$ cat config.mk
export PLATFORM = sky130hd
export DESIGN_NAME = ser_bit_feeder
export DESIGN_NICKNAME = d
export VERILOG_FILES = /design/src/rtl/ser_pkg.sv /design/src/rtl/ser_hold_reg.sv /design/src/rtl/ser_bit_feeder.sv
export SDC_FILE = /design/constraint.sdc
export NUM_CORES = 1
export LEC_CHECK = 0
export CAP_MARGIN = 5
export CORE_MARGIN = 10
export CORE_UTILIZATION = 55
export DETAILED_ROUTE_END_ITERATION = 8
export GPL_ROUTABILITY_DRIVEN = 0
export MAX_ROUTING_LAYER = met4
export PLACE_DENSITY = 0.91
export SLEW_MARGIN = 20
export SYNTH_ARGS = -nofsm -noshare
export SYNTH_HDL_FRONTEND = slang
export SYNTH_SLANG_ARGS = --single-unit
$ cat constraint.sdc
create_clock -name clk -period 2.34 [get_ports clk]
set_input_delay 0.468 -clock clk [delete_from_list [all_inputs] [get_ports clk]]
set_output_delay 0.468 -clock clk [all_outputs]
set_load 0.1 [all_outputs]
$ cat src/rtl/ser_pkg.sv
// rtl/ser_pkg.sv - shared types and sizing helpers for the serial bit feeder
package ser_pkg;

    localparam int DATA_W_DEF = 8;

    typedef enum logic [0:0] {
        S_IDLE,
        S_SHIFT
    } ser_state_t;

    function automatic int cnt_w(input int data_w);
        return $clog2(data_w);
    endfunction

endpackage

$ cat src/rtl/ser_hold_reg.sv
// rtl/ser_hold_reg.sv - one-entry holding buffer in front of the shift register
module ser_hold_reg
    import ser_pkg::*;
#(
    parameter int DATA_W = DATA_W_DEF
) (
    input  logic              clk,
    input  logic              rst,
    input  logic [DATA_W-1:0] in_data,
    input  logic              load,
    input  logic              take,
    output logic [DATA_W-1:0] hold,
    output logic              hold_vld,
    output logic              in_ready
);

    // in_ready is kept as its own flop so the upstream sees a pure register output
    always_ff @(posedge clk or posedge rst) begin
        if (rst) begin
            hold     <= '0;
            hold_vld <= 1'b0;
            in_ready <= 1'b1;
        end else if (load) begin
            hold     <= in_data;
            hold_vld <= 1'b1;
            in_ready <= 1'b0;
        end else if (take) begin
            hold_vld <= 1'b0;
            in_ready <= 1'b1;
        end
    end

endmodule

$ cat src/rtl/ser_bit_feeder.sv
// rtl/ser_bit_feeder.sv - parallel-to-serial feeder for the sequence detector
// SER_LSB_FIRST_EN selects LSB-first transmission; default is MSB first.
module ser_bit_feeder
    import ser_pkg::*;
#(
    parameter int DATA_W = DATA_W_DEF
) (
    input  logic              clk,
    input  logic              rst,
    input  logic [DATA_W-1:0] in_data,
    input  logic              in_valid,
    output logic              in_ready,
    output logic              ser_out,
    output logic              ser_valid,
    output logic              busy,
    output logic              word_done
);

    localparam int            CW   = cnt_w(DATA_W);
    localparam logic [CW-1:0] LAST = CW'(DATA_W - 1);

    ser_state_t        state;
    logic [DATA_W-1:0] sh;
    logic [DATA_W-1:0] sh_next;
    logic [CW-1:0]     cnt;
    logic [DATA_W-1:0] hold;
    logic              hold_vld;
    logic              load;
    logic              take;
    logic              ser_bit;

`ifdef SER_LSB_FIRST_EN
    assign sh_next = sh >> 1;
    assign ser_bit = sh[0];
`else
    assign sh_next = sh << 1;
    assign ser_bit = sh[DATA_W-1];
`endif

    assign load = in_valid && in_ready;
    // load needs an empty holder and take a full one, so they can never coincide
    assign take = hold_vld && ((state == S_IDLE) || (state == S_SHIFT && cnt == LAST));

    ser_hold_reg #(.DATA_W(DATA_W)) u_hold (
        .clk      (clk),
        .rst      (rst),
        .in_data  (in_data),
        .load     (load),
        .take     (take),
        .hold     (hold),
        .hold_vld (hold_vld),
        .in_ready (in_ready)
    );

    always_ff @(posedge clk or posedge rst) begin
        if (rst) begin
            state     <= S_IDLE;
            sh        <= '0;
            cnt       <= '0;
            ser_valid <= 1'b0;
            word_done <= 1'b0;
        end else begin
            word_done <= 1'b0;
            case (state)
                S_IDLE: begin
                    if (hold_vld) begin
                        sh        <= hold;
                        cnt       <= '0;
                        ser_valid <= 1'b1;
                        state     <= S_SHIFT;
                    end
                end
                S_SHIFT: begin
                    if (cnt != LAST) begin
                        sh  <= sh_next;
                        cnt <= cnt + 1'b1;
                    end else begin
                        word_done <= 1'b1;
                        cnt       <= '0;
                        // a waiting word reloads here so the stream stays gap-free
                        if (hold_vld) begin
                            sh <= hold;
                        end else begin
                            sh        <= '0;
                            ser_valid <= 1'b0;
                            state     <= S_IDLE;
                        end
                    end
                end
                default: state <= S_IDLE;
            endcase
        end
    end

    assign ser_out = ser_valid & ser_bit;
    assign busy    = (state == S_SHIFT) || hold_vld;

endmodule
==> metrics <==
leading cell types in the layout, fill and taps excluded=sky130_fd_sc_hd__dfrtp_1 (23), sky130_fd_sc_hd__clkdlybuf4s50_1 (10), sky130_fd_sc_hd__nand2_1 (8), sky130_fd_sc_hd__mux2_2 (8), sky130_fd_sc_hd__inv_1 (7); violation count after the first detailed-route iteration=20; number of nets in the finished design=121; number of clock sinks=24; leading cell types by total area after synthesis=sky130_fd_sc_hd__dfrtp_1 (54%), sky130_fd_sc_hd__mux2_2 (8.5%), sky130_fd_sc_hd__ha_1 (4.7%); simple-gate area share of the yosys netlist=between 8 and 9%; setup repair after global routing missed its margin=false; cell occurring most often along the worst timing path=sky130_fd_sc_hd__inv_1; routed length on met1=around 850 µm; Root Buffer=sky130_fd_sc_hd__clkbuf_4; DRC Markers=0; number of violations of the max-capacitance limit=0; number of optimization iterations in the first detailed-route pass=4; count of flip-flops with a built-in enable after synthesis=0; dominant combinational cell family by area after synthesis=multiplexers; ordered cell list for the critical path=inv_1 -> ha_1 -> inv_1 -> buf_12; Die Span X=~64 µm; Power per Cell Area=1465 mW/mm²; number of setup violations in the final report=0; outcome=finished clean; clock-pin slew of the registers on the worst-case setup and hold paths=0.13 ns; Max Transition Viols Final=0; Max Freq=~540 MHz; initial antenna violation count=0; number of cells produced by synthesis=slightly below 90; Design Power=approximately 0.0019 W; flip-flop and latch count after synthesis=24; primary flip-flop cell chosen by synthesis mapping=sky130_fd_sc_hd__dfrtp_1; required time of the critical path=roughly 1.9 ns; length of routed met3 wiring=around 120 µm; number of gates resized after CTS=0; metal2 WL=920 µm; post-synthesis adder-cell area fraction=about 4.7%; worst-skew pair later-pin latency=approximately 0.32 ns; Die Span Y=63.90 µm; fraction of the mapped netlist area in compound gates=roughly 12%; crit path max fanout=6; synthesized net count=slightly above 100; Total Die Area=0.004083 mm²; critical path start-end classification=reg -> out; Worst Hold Margin=between 0.4 and 0.5 ns; via count of the first global-routing pass=approximately 720; headroom to the max-slew limit=roughly four fifths; most common cell after layout, fill and taps aside=sky130_fd_sc_hd__dfrtp_1; WP depth=4; skew final=around 0.0095 ns; clock tree buffer depth=2; static power due to leakage=around 0.61 nW; cell area after technology mapping=approximately 0.0011 mm²; Setup TNS=0 ns; total of warnings raised by yosys=0; maximum number of pins on one net before global-route repair=25; vias post-DR=around 690; count of buffers added by post-CTS timing repair for setup=0; uppermost layer routed=met4; first-pass GRT wire length=~3400 µm; xor and xnor area share after synthesis=0%; share of layout cells above drive strength 1=21.90%; area inside the core boundary=approximately 0.0018 mm²; All-Layer GR Usage=a little over a tenth; antenna viol nets, final=0; sort of element at the start of the critical path=register; count of buffer and inverter cells on the critical path=3; global route overflow=0; H-tree level count=1; Crit-path slowest cell=sky130_fd_sc_hd__dfrtp_1; buffers added on ports=15; Hold Buf Count CTS=0; Least-Margin Pin Slew=between 0.2 and 0.3 ns; delay-heaviest family, CP=flip-flops; via/cell ratio=roughly 5.3; data arrival time of the worst path=1.38 ns; cell taking the most area after synthesis=sky130_fd_sc_hd__dfrtp_1; detail-routed net length per standard cell=14.78 µm; DP HPWL=roughly 1400 µm; final wirelength=around 1900 µm; starting density of the core=approximately 59%; number of cells traversed by the worst register-to-register path=5; Async S/R FF share, synth=100.0%; Largest stage delay, worst path=0.43 ns; number of library cell types mapped by synthesis=23; worst hold path class=in -> async; ports placed on the boundary=16; nature of the critical path endpoint=output port; antenna diode count=0; portion of synthesized cell area occupied by the leading cell type=a little over half; final worst path period share=78.80%; number of buffers created by CTS=3; final worst path period need=roughly 1.8 ns; mux cell area share after synthesis=a little over an eighth; Std-Cell Rows=15; sequential-to-total area share from yosys stat=a little under three fifths; Peak VDD IR=between 1 and 1.5 mV; area delta synth->final=19.36%; final standard cell utilization of the core=70.95%; CTS tree=built; per-instance average area after synthesis=approximately 12 µm²; final hold violations=0
worst register-to-register path, delay by kind of cell, from the launching register on:
family	cells	cell delay [ns]
compound gates	2	0.37
fa+ha+maj	2	0.45
flops	1	0.42
simple gates	1	0.21
power by group:
group          total (W)  internal, W  switching (W)
logic           0.000905     0.000357       0.000548
registers       0.000730     0.000611       0.000119
clock network   0.000218    0.0000952       0.000122
total            0.00185      0.00106       0.000790
Yosys cell counts, types with 2 or more instances:
master	count
sky130_fd_sc_hd__inv_1	7
sky130_fd_sc_hd__a21oi_1	3
sky130_fd_sc_hd__a21o_1	2
sky130_fd_sc_hd__mux2i_1	5
sky130_fd_sc_hd__o21ai_1	4
sky130_fd_sc_hd__nand2_1	8
sky130_fd_sc_hd__buf_6	2
sky130_fd_sc_hd__mux2_2	8
sky130_fd_sc_hd__dfrtp_1	23
sky130_fd_sc_hd__a221oi_1	3
sky130_fd_sc_hd__nand2b_1	2
sky130_fd_sc_hd__o21ai_0	3
sky130_fd_sc_hd__a22o_1	3
sky130_fd_sc_hd__and2_1	2
sky130_fd_sc_hd__ha_1	4
flip-flops by register name (all words and copies together), names as in the netlist:
signal           flops
cnt                  3
ser_valid            1
u_hold.hold_vld      1
sh                   8
u_hold.hold          8
state                1
word_done            1
u_hold.in_ready      1
final timing paths:
kind / from / slack [ns] / endpoint
worst min-delay path: rst / 0.48 / sh[6]
min in group clk: u_hold.in_ready / 0.51 / u_hold.in_ready
max in group asynchronous: rst / 1.58 / u_hold.in_ready
worst max-delay path: state / 0.50 / busy
worst min register to register: u_hold.in_ready / 0.51 / u_hold.in_ready
worst max register to register: cnt[0] / 0.83 / sh[1]
layout make-up:
cell class	count	area, µm²
clock buffers	4	36.28
fillers	137	518.0
inverters	7	26.28
multi-input cells	53	404.1
flip-flops and latches	24	601.8
well taps	25	31.28
repair buffers	17	165.2
layer usage:
| metal | global-route usage [%] | up-vias |
|---|---|---|
| met5 | - | - |
| met3 | 4.181 | 5 |
| met4 | 4.918 | 0 |
| met2 | 16.67 | 19 |
| li1 | - | 337 |
| met1 | 11.09 | 331 |
through the flow:
step           cells  setup WS [ns]  instance area [µm²]
2_1_floorplan     87        0.09445                 1060
3_3_place_gp     126         0.7494                 1229
3_5_place_dp     126         0.6979                 1229
4_1_cts          130         0.4908                 1265
5_1_grt          130         0.3775                 1265
6_report         130         0.4962                 1265
logic make-up (layout without fill, tap and decap cells):
kind of cell | after synthesis | after routing
mux | 13 | 13
buf+inv | 10 | 28
simple gates | 17 | 17
fa+ha+maj | 4 | 4
compound gates | 19 | 19
flops | 24 | 24
No activity file was read; power rests on OpenSTA's default activity.
